--- src/rtl/lsu_ctrl_if.sv ---
// Handshake and memory-port bundle for lsu_ctrl: core request/response channel plus
// the single-port word memory. The slave modport is the controller side.
interface lsu_ctrl_if;
  logic        req_valid;
  logic        req_ready;
  logic        req_we;
  logic [2:0]  req_funct3;
  logic [13:0] req_addr;
  logic [31:0] req_wdata;
  logic        rsp_valid;
  logic        rsp_ready;
  logic [31:0] rsp_rdata;
  logic        rsp_err;
  logic        mem_en;
  logic [3:0]  mem_mask;
  logic [11:0] mem_addr;
  logic [31:0] mem_wdata;
  logic [31:0] mem_rdata;

  modport master (
    output req_valid, req_we, req_funct3, req_addr, req_wdata, rsp_ready, mem_rdata,
    input  req_ready, rsp_valid, rsp_rdata, rsp_err, mem_en, mem_mask, mem_addr, mem_wdata
  );

  modport slave (
    input  req_valid, req_we, req_funct3, req_addr, req_wdata, rsp_ready, mem_rdata,
    output req_ready, rsp_valid, rsp_rdata, rsp_err, mem_en, mem_mask, mem_addr, mem_wdata
  );
endinterface

--- src/rtl/lsu_ctrl.sv ---
// RV32I load/store sequencer to a 4096-word single-port memory with byte lanes.
// Define LSU_MISALIGN_SPLIT_EN to split word-crossing accesses into two memory cycles.
module lsu_ctrl (
  input  logic     clk,
  input  logic     rst_n,
  lsu_ctrl_if.slave bus
);
`ifdef LSU_MISALIGN_SPLIT_EN
  typedef enum logic [1:0] {IDLE = 2'd0, ACC0 = 2'd1, ACC1 = 2'd2, RESP = 2'd3} state_t;
`else
  typedef enum logic [1:0] {IDLE = 2'd0, ACC0 = 2'd1, RESP = 2'd3} state_t;
`endif

  state_t      state_q, state_d;
  logic        we_q;
  logic [2:0]  f3_q;
  logic [13:0] addr_q;
  logic [31:0] wdata_q;
  logic [11:0] addr_hold_q;
  logic [31:0] wdata_hold_q;
  logic [31:0] rsp_rdata_q;
  logic        rsp_err_q;

  logic        req_ready, rsp_valid, mem_en;
  logic [3:0]  mem_mask;
  logic [11:0] mem_addr;
  logic [31:0] mem_wdata;

  logic [1:0]  off;
  logic [11:0] wa;
  logic [3:0]  size_mask;
  logic [7:0]  mask8;
  logic        illegal, split, err;
  logic [31:0] data_lo;

  function automatic logic [31:0] load_ext(input logic [63:0] raw, input logic [1:0] sh_b,
                                           input logic [2:0] f3);
    logic [31:0] sh;
    logic        sx;
    sx = 1'b0;
    sh = raw[{sh_b, 3'b000} +: 32];
    case (f3[1:0])
      2'd0: begin
        sx = sh[7] & ~f3[2];
        load_ext = {{24{sx}}, sh[7:0]};
      end
      2'd1: begin
        sx = sh[15] & ~f3[2];
        load_ext = {{16{sx}}, sh[15:0]};
      end
      default: load_ext = sh;
    endcase
  endfunction

  assign off = addr_q[1:0];
  assign wa  = addr_q[13:2];

  always_comb begin
    size_mask = 4'hF;
    case (f3_q[1:0])
      2'd0:    size_mask = 4'h1;
      2'd1:    size_mask = 4'h3;
      default: size_mask = 4'hF;
    endcase
  end

  // Funct3 3/6/7 are not loads; anything above SW is not a store.
  assign illegal = we_q ? (f3_q > 3'd2) : ((f3_q[1:0] == 2'b11) || (f3_q[2:1] == 2'b11));
  assign mask8   = {4'b0000, size_mask} << off;
  assign split   = |mask8[7:4];

`ifdef LSU_MISALIGN_SPLIT_EN
  logic [63:0] data64;
  logic [31:0] data_hi;
  logic [11:0] wa1;
  logic [31:0] rdata_lo_q;
  assign err     = illegal;
  assign data64  = {32'h0, wdata_q} << {off, 3'b000};
  assign data_lo = data64[31:0];
  assign data_hi = data64[63:32];
  assign wa1     = wa + 12'd1;
`else
  assign err     = illegal | split;
  assign data_lo = wdata_q << {off, 3'b000};
`endif

  always_comb begin
    state_d   = state_q;
    req_ready = 1'b0;
    rsp_valid = 1'b0;
    mem_en    = 1'b0;
    mem_mask  = 4'h0;
    mem_addr  = addr_hold_q;
    mem_wdata = wdata_hold_q;
    case (state_q)
      IDLE: begin
        req_ready = 1'b1;
        if (bus.req_valid) state_d = ACC0;
      end
      ACC0: begin
        mem_addr = wa;
        if (we_q && !err) begin
          mem_en    = 1'b1;
          mem_mask  = mask8[3:0];
          mem_wdata = data_lo;
        end
`ifdef LSU_MISALIGN_SPLIT_EN
        state_d = (split && !err) ? ACC1 : RESP;
`else
        state_d = RESP;
`endif
      end
`ifdef LSU_MISALIGN_SPLIT_EN
      ACC1: begin
        mem_addr = wa1;
        if (we_q) begin
          mem_en    = 1'b1;
          mem_mask  = mask8[7:4];
          mem_wdata = data_hi;
        end
        state_d = RESP;
      end
`endif
      RESP: begin
        rsp_valid = 1'b1;
        if (bus.rsp_ready) state_d = IDLE;
      end
      default: state_d = IDLE;
    endcase
  end

  always_ff @(posedge clk or negedge rst_n) begin
    if (!rst_n) begin
      state_q      <= IDLE;
      addr_hold_q  <= 12'h0;
      wdata_hold_q <= 32'h0;
      rsp_rdata_q  <= 32'h0;
      rsp_err_q    <= 1'b0;
    end else begin
      state_q      <= state_d;
      addr_hold_q  <= mem_addr;
      wdata_hold_q <= mem_wdata;
      if (state_q == ACC0 && state_d == RESP) begin
        rsp_err_q   <= err;
        rsp_rdata_q <= (we_q || err) ? 32'h0 : load_ext({32'h0, bus.mem_rdata}, off, f3_q);
      end
`ifdef LSU_MISALIGN_SPLIT_EN
      if (state_q == ACC1) begin
        rsp_err_q   <= 1'b0;
        rsp_rdata_q <= we_q ? 32'h0 : load_ext({bus.mem_rdata, rdata_lo_q}, off, f3_q);
      end
`endif
    end
  end

  // Request and low read word carry no reset: they are only consumed after being loaded.
  always_ff @(posedge clk) begin
    if (state_q == IDLE && bus.req_valid) begin
      we_q    <= bus.req_we;
      f3_q    <= bus.req_funct3;
      addr_q  <= bus.req_addr;
      wdata_q <= bus.req_wdata;
    end
`ifdef LSU_MISALIGN_SPLIT_EN
    if (state_q == ACC0) rdata_lo_q <= bus.mem_rdata;
`endif
  end

  assign bus.req_ready = req_ready;
  assign bus.rsp_valid = rsp_valid;
  assign bus.rsp_rdata = rsp_rdata_q;
  assign bus.rsp_err   = rsp_err_q;
  assign bus.mem_en    = mem_en;
  assign bus.mem_mask  = mem_mask;
  assign bus.mem_addr  = mem_addr;
  assign bus.mem_wdata = mem_wdata;
endmodule

--- src/flat_wrapper.sv ---
// flat-port wrapper written by rule: the top's interface ports become plain ports
module lsu_ctrl_flat 
  (clk, rst_n, bus_req_valid, bus_req_we, bus_req_funct3, bus_req_addr, bus_req_wdata, bus_rsp_ready, bus_mem_rdata, bus_req_ready, bus_rsp_valid, bus_rsp_rdata, bus_rsp_err, bus_mem_en, bus_mem_mask, bus_mem_addr, bus_mem_wdata);
  lsu_ctrl_if bus_i ();
  input  logic clk;
  input  logic rst_n;
  input wire logic [$bits(bus_i.req_valid)-1:0] bus_req_valid;
  input wire logic [$bits(bus_i.req_we)-1:0] bus_req_we;
  input wire logic [$bits(bus_i.req_funct3)-1:0] bus_req_funct3;
  input wire logic [$bits(bus_i.req_addr)-1:0] bus_req_addr;
  input wire logic [$bits(bus_i.req_wdata)-1:0] bus_req_wdata;
  input wire logic [$bits(bus_i.rsp_ready)-1:0] bus_rsp_ready;
  input wire logic [$bits(bus_i.mem_rdata)-1:0] bus_mem_rdata;
  output wire logic [$bits(bus_i.req_ready)-1:0] bus_req_ready;
  output wire logic [$bits(bus_i.rsp_valid)-1:0] bus_rsp_valid;
  output wire logic [$bits(bus_i.rsp_rdata)-1:0] bus_rsp_rdata;
  output wire logic [$bits(bus_i.rsp_err)-1:0] bus_rsp_err;
  output wire logic [$bits(bus_i.mem_en)-1:0] bus_mem_en;
  output wire logic [$bits(bus_i.mem_mask)-1:0] bus_mem_mask;
  output wire logic [$bits(bus_i.mem_addr)-1:0] bus_mem_addr;
  output wire logic [$bits(bus_i.mem_wdata)-1:0] bus_mem_wdata;
  assign bus_i.req_valid = bus_req_valid;
  assign bus_i.req_we = bus_req_we;
  assign bus_i.req_funct3 = bus_req_funct3;
  assign bus_i.req_addr = bus_req_addr;
  assign bus_i.req_wdata = bus_req_wdata;
  assign bus_i.rsp_ready = bus_rsp_ready;
  assign bus_i.mem_rdata = bus_mem_rdata;
  assign bus_req_ready = bus_i.req_ready;
  assign bus_rsp_valid = bus_i.rsp_valid;
  assign bus_rsp_rdata = bus_i.rsp_rdata;
  assign bus_rsp_err = bus_i.rsp_err;
  assign bus_mem_en = bus_i.mem_en;
  assign bus_mem_mask = bus_i.mem_mask;
  assign bus_mem_addr = bus_i.mem_addr;
  assign bus_mem_wdata = bus_i.mem_wdata;
  lsu_ctrl u_core (.clk(clk), .rst_n(rst_n), .bus(bus_i));
endmodule
--- config.mk ---
export PLATFORM = sky130hd
export DESIGN_NAME = lsu_ctrl_flat
export DESIGN_NICKNAME = d
export VERILOG_FILES = /design/src/rtl/lsu_ctrl_if.sv /design/src/rtl/lsu_ctrl.sv /design/src/flat_wrapper.sv
export SDC_FILE = /design/constraint.sdc
export NUM_CORES = 1
export LEC_CHECK = 0
export ABC_AREA = 1
export BUFFER_PORTS_ARGS = -buffer_cell sky130_fd_sc_hd__buf_2
export CORE_ASPECT_RATIO = 1.75
export CORE_UTILIZATION = 40
export CTS_CLUSTER_SIZE = 24
export DETAILED_ROUTE_END_ITERATION = 8
export PLACE_DENSITY_LB_ADDON = 0.05
export SETUP_SLACK_MARGIN = 0.5
export SLEW_MARGIN = 20
export SYNTH_ARGS = -nofsm -noshare
export SYNTH_HDL_FRONTEND = slang
export SYNTH_SLANG_ARGS = --single-unit
--- constraint.sdc ---
create_clock -name clk -period 2.23 [get_ports clk]
set_clock_uncertainty 0.1 [all_clocks]
set_input_delay 0.223 -clock clk [delete_from_list [all_inputs] [get_ports clk]]
set_output_delay 0.223 -clock clk [all_outputs]
set_load 0.03 [all_outputs]
==> flow_summary.toml <==
[sta]
worst_pin_slew_ps = 608
finalSetupTns_ps = -3300
setup_violations = 35
hold_viol = 0
clock.fmax_ghz = 0.418
fin_crit_sh_pct = 107
drv_slew = 0
fin_ws_ps = -160
slew_headroom_pct = 59.5
min_period_ps = 2390
rsz0062_at_grt = "true"

[routing]
drc = 0
drt_iter0_markers = 261
dr_total_vias = 5765
detail_route.wl_per_cell_um = 17.5
final_antenna_net_count = 0
drtPass1Iterations = 5
wl_mm = 20.0
viasPerCell = 5.03

[yosys]
seq_area_frac_synth_pct = 59.0
synthesis.area_um2 = 5890
syn_avg_cell_area_um2 = 8.61
yosys_warnings = 0
synth_top_area_share_pct = 33.6
synth.distinct_cells = 27
synth_top_cells_by_area = "dfrtp_1 34%, edfxtp_1 25%, nand2_1 16%"
synth.most_common_cell = "nand2_1"
synth-main-ff-cell = "dfrtp_1"
yosys.area.top_type = "dfrtp_1"
synthCells = 684
synth.net_count = 770
synthTopCellsByCount = "256 x nand2_1, 79 x dfrtp_1, 71 x o21ai_0"
async_flop_share_pct = 61.2
synth-edff-count = 50
synth_seq_cells = 129

[placed_design]
routabilityCongestion = 0.950
place_area_um2 = 7090
numPortBuffers = 169
place_hpwl_mm = 12.9

[critical_path]
cp_max_fo = 7
cp-end-kind = "output port"
cp.arrival_ps = 2070
crit_path_start_kind = "flop"
crit_type = "flop to output port"
crit_required_ps = 1910

[floorplanning]
die_y_um = 163
rows = 58
io_pins = 170
coreArea_um2 = 14400
initial_utilization_pct = 41.0
die-area_um2 = 15200
dieWidth_um = 93.7

[power]
pwr-share-seq_pct = 28.3
p_leak_nw = 4.78
ir_drop_uv = 987
comb_power_share_pct = 50.9
switching_power_mw = 5.55
p_int_mw = 7.54
swShare_pct = 42.4
p_clk_share_pct = 20.8
power_density_nw_per_um2 = 1350

[clock_network]
cts_tree = "built"
cts-root-buf = "clkbuf_16"
cts_max_path_buffers = 2
cts_sinks = 129
worstSkewPairLatency_ps = 410
path_clk_slew_ps = 70
cts_made_buffers = 17
htree_levels = 4

[final_layout]
nNetsFinal = 1039
final_layout_size_suffix_gt1_share_pct = 43.4
diodes = 0
synthToLayoutAreaGrowth_pct = 64.1
fin_area_um2 = 9670

[global_routing]
grt_pass1_vias = 5840
grt_util_all_layers_pct = 25.1
grt_pass1_wl_mm = 28.6
grt_start_max_net_pins = 52
antenna_found_initial = 0
overflow = 0

[hold_path]
hold_class = "primary input to flop"

[status]
violations = "negative setup slack"
status = "finished with violations"

[flow_run]
maxCapViolCount = 0
## cell usage in the layout, fill, tap and decap left out, types with 11 or more instances in the layout
master / netlist / layout
a21oi_1: 16 / 16
nor2_1: 70 / 52
clkbuf_16: 0 / 23
inv_1: 53 / 45
dfrtp_1: 79 / 79
buf_4: 2 / 35
buf_2: 20 / 118
o21ai_0: 71 / 47
o21ai_1: 6 / 27
nand2_1: 256 / 159
nand2_2: 0 / 58
edfxtp_1: 50 / 50
buf_6: 3 / 56
buf_12: 0 / 11
nand2_4: 1 / 40
nor2_4: 3 / 14
dlygate4sd3_1: 0 / 52
## logic make-up (layout without fill, tap and decap cells)
logic type / count (synthesis) / after routing / share of synthesized area (%)
compound gates: 103 / 103 / 9.13
buf+inv: 93 / 372 / 6.86
flops: 129 / 129 / 59.0
simple gates: 359 / 362 / 25.0
## critical path, cell delays in order, from the launching register on
cell and delay [ps]:
edfxtp_1 460, nor2_2 170, nand2_1 80, nand2_2 100
nand4_4 110, buf_12 180, buf_12 140, nand2_1 50
inv_1 40, nor2_2 160, buf_6 150
## state kept, by name (all words and copies together), names as in the netlist
name	flops
u_core.we_q	1
u_core.addr_q	14
u_core.f3_q	3
u_core.bus.rsp_rdata	32
u_core.wdata_hold_q	32
u_core.wdata_q	32
u_core.addr_hold_q	12
u_core.state_q	2
u_core.bus.rsp_err	1
## power by group through the flow
| stage | Sequential [mW] | Combinational, mW | Clock, mW |
|---|---|---|---|
| 6_report | 3.71 | 6.66 | 2.72 |
| 5_1_grt | 3.78 | 7.10 | 2.86 |
| 4_1_cts | 3.62 | 5.43 | 2.77 |
| 3_5_place_dp | 3.65 | 4.52 | 0 |
| 3_3_place_gp | 3.62 | 4.49 | 0 |
| 2_1_floorplan | 3.99 | 2.77 | 0 |
## worst paths after layout
kind / start / endpoint / slack [ps] / cells after the start
worst max-delay path: u_core.addr_q[0]$_DFFE_PP_ / bus_mem_wdata[18] / -160 / 10
worst min-delay path: bus_mem_rdata[12] / u_core.bus.rsp_rdata[4]$_DFFE_PN0P_ / 150 / 5
worst max register to register: u_core.addr_q[0]$_DFFE_PP_ / u_core.bus.rsp_rdata[6]$_DFFE_PN0P_ / 340 / 9
worst min register to register: u_core.bus.rsp_rdata[19]$_DFFE_PN0P_ / u_core.bus.rsp_rdata[19]$_DFFE_PN0P_ / 380 / 2
max in group asynchronous: rst_n / u_core.wdata_hold_q[20]$_DFF_PN0_ / 1140 / 3
min in group asynchronous: rst_n / u_core.bus.rsp_rdata[6]$_DFFE_PN0P_ / 250 / 2
## stage by stage
stage	power, mW	hold WS, ps	util [%]	setup slack (ps)	cells
floorplan	6.76	-173	-	430	684
global placement	8.11	151	49.3	154	1019
detailed placement	8.18	166	49.3	149	1019
CTS	11.8	159	61.1	-125	1118
global route	13.7	181	67.3	-274	1146
finish	13.1	154	67.3	-160	1146
## area by class of cell
class	count	area, µm²
multi-input cells	465	2690
repair inverters	1	11.3
clock inverters	15	146
clock buffers	17	425
fillers	1160	4700
flip-flops and latches	129	3480
inverters	57	240
well taps	180	225
repair buffers	282	2450
## layer usage
metal | routed length (µm) | global-route usage, %
met4 | 1250 | 16.2
met3 | 807 | 3.64
met5 | 0 | 0
met2 | 11100 | 46.1
met1 | 6870 | 26.0
## what timing repair did
action,4_1_cts,5_1_grt
cloned,4,8
hold buffers,52,0
hold endpoints to repair,90,0
resized for setup,151,170
buffers inserted,11,20
endpoints found under the setup margin,82,139
pin swaps,12,32
(Power assumes the default switching activity.)
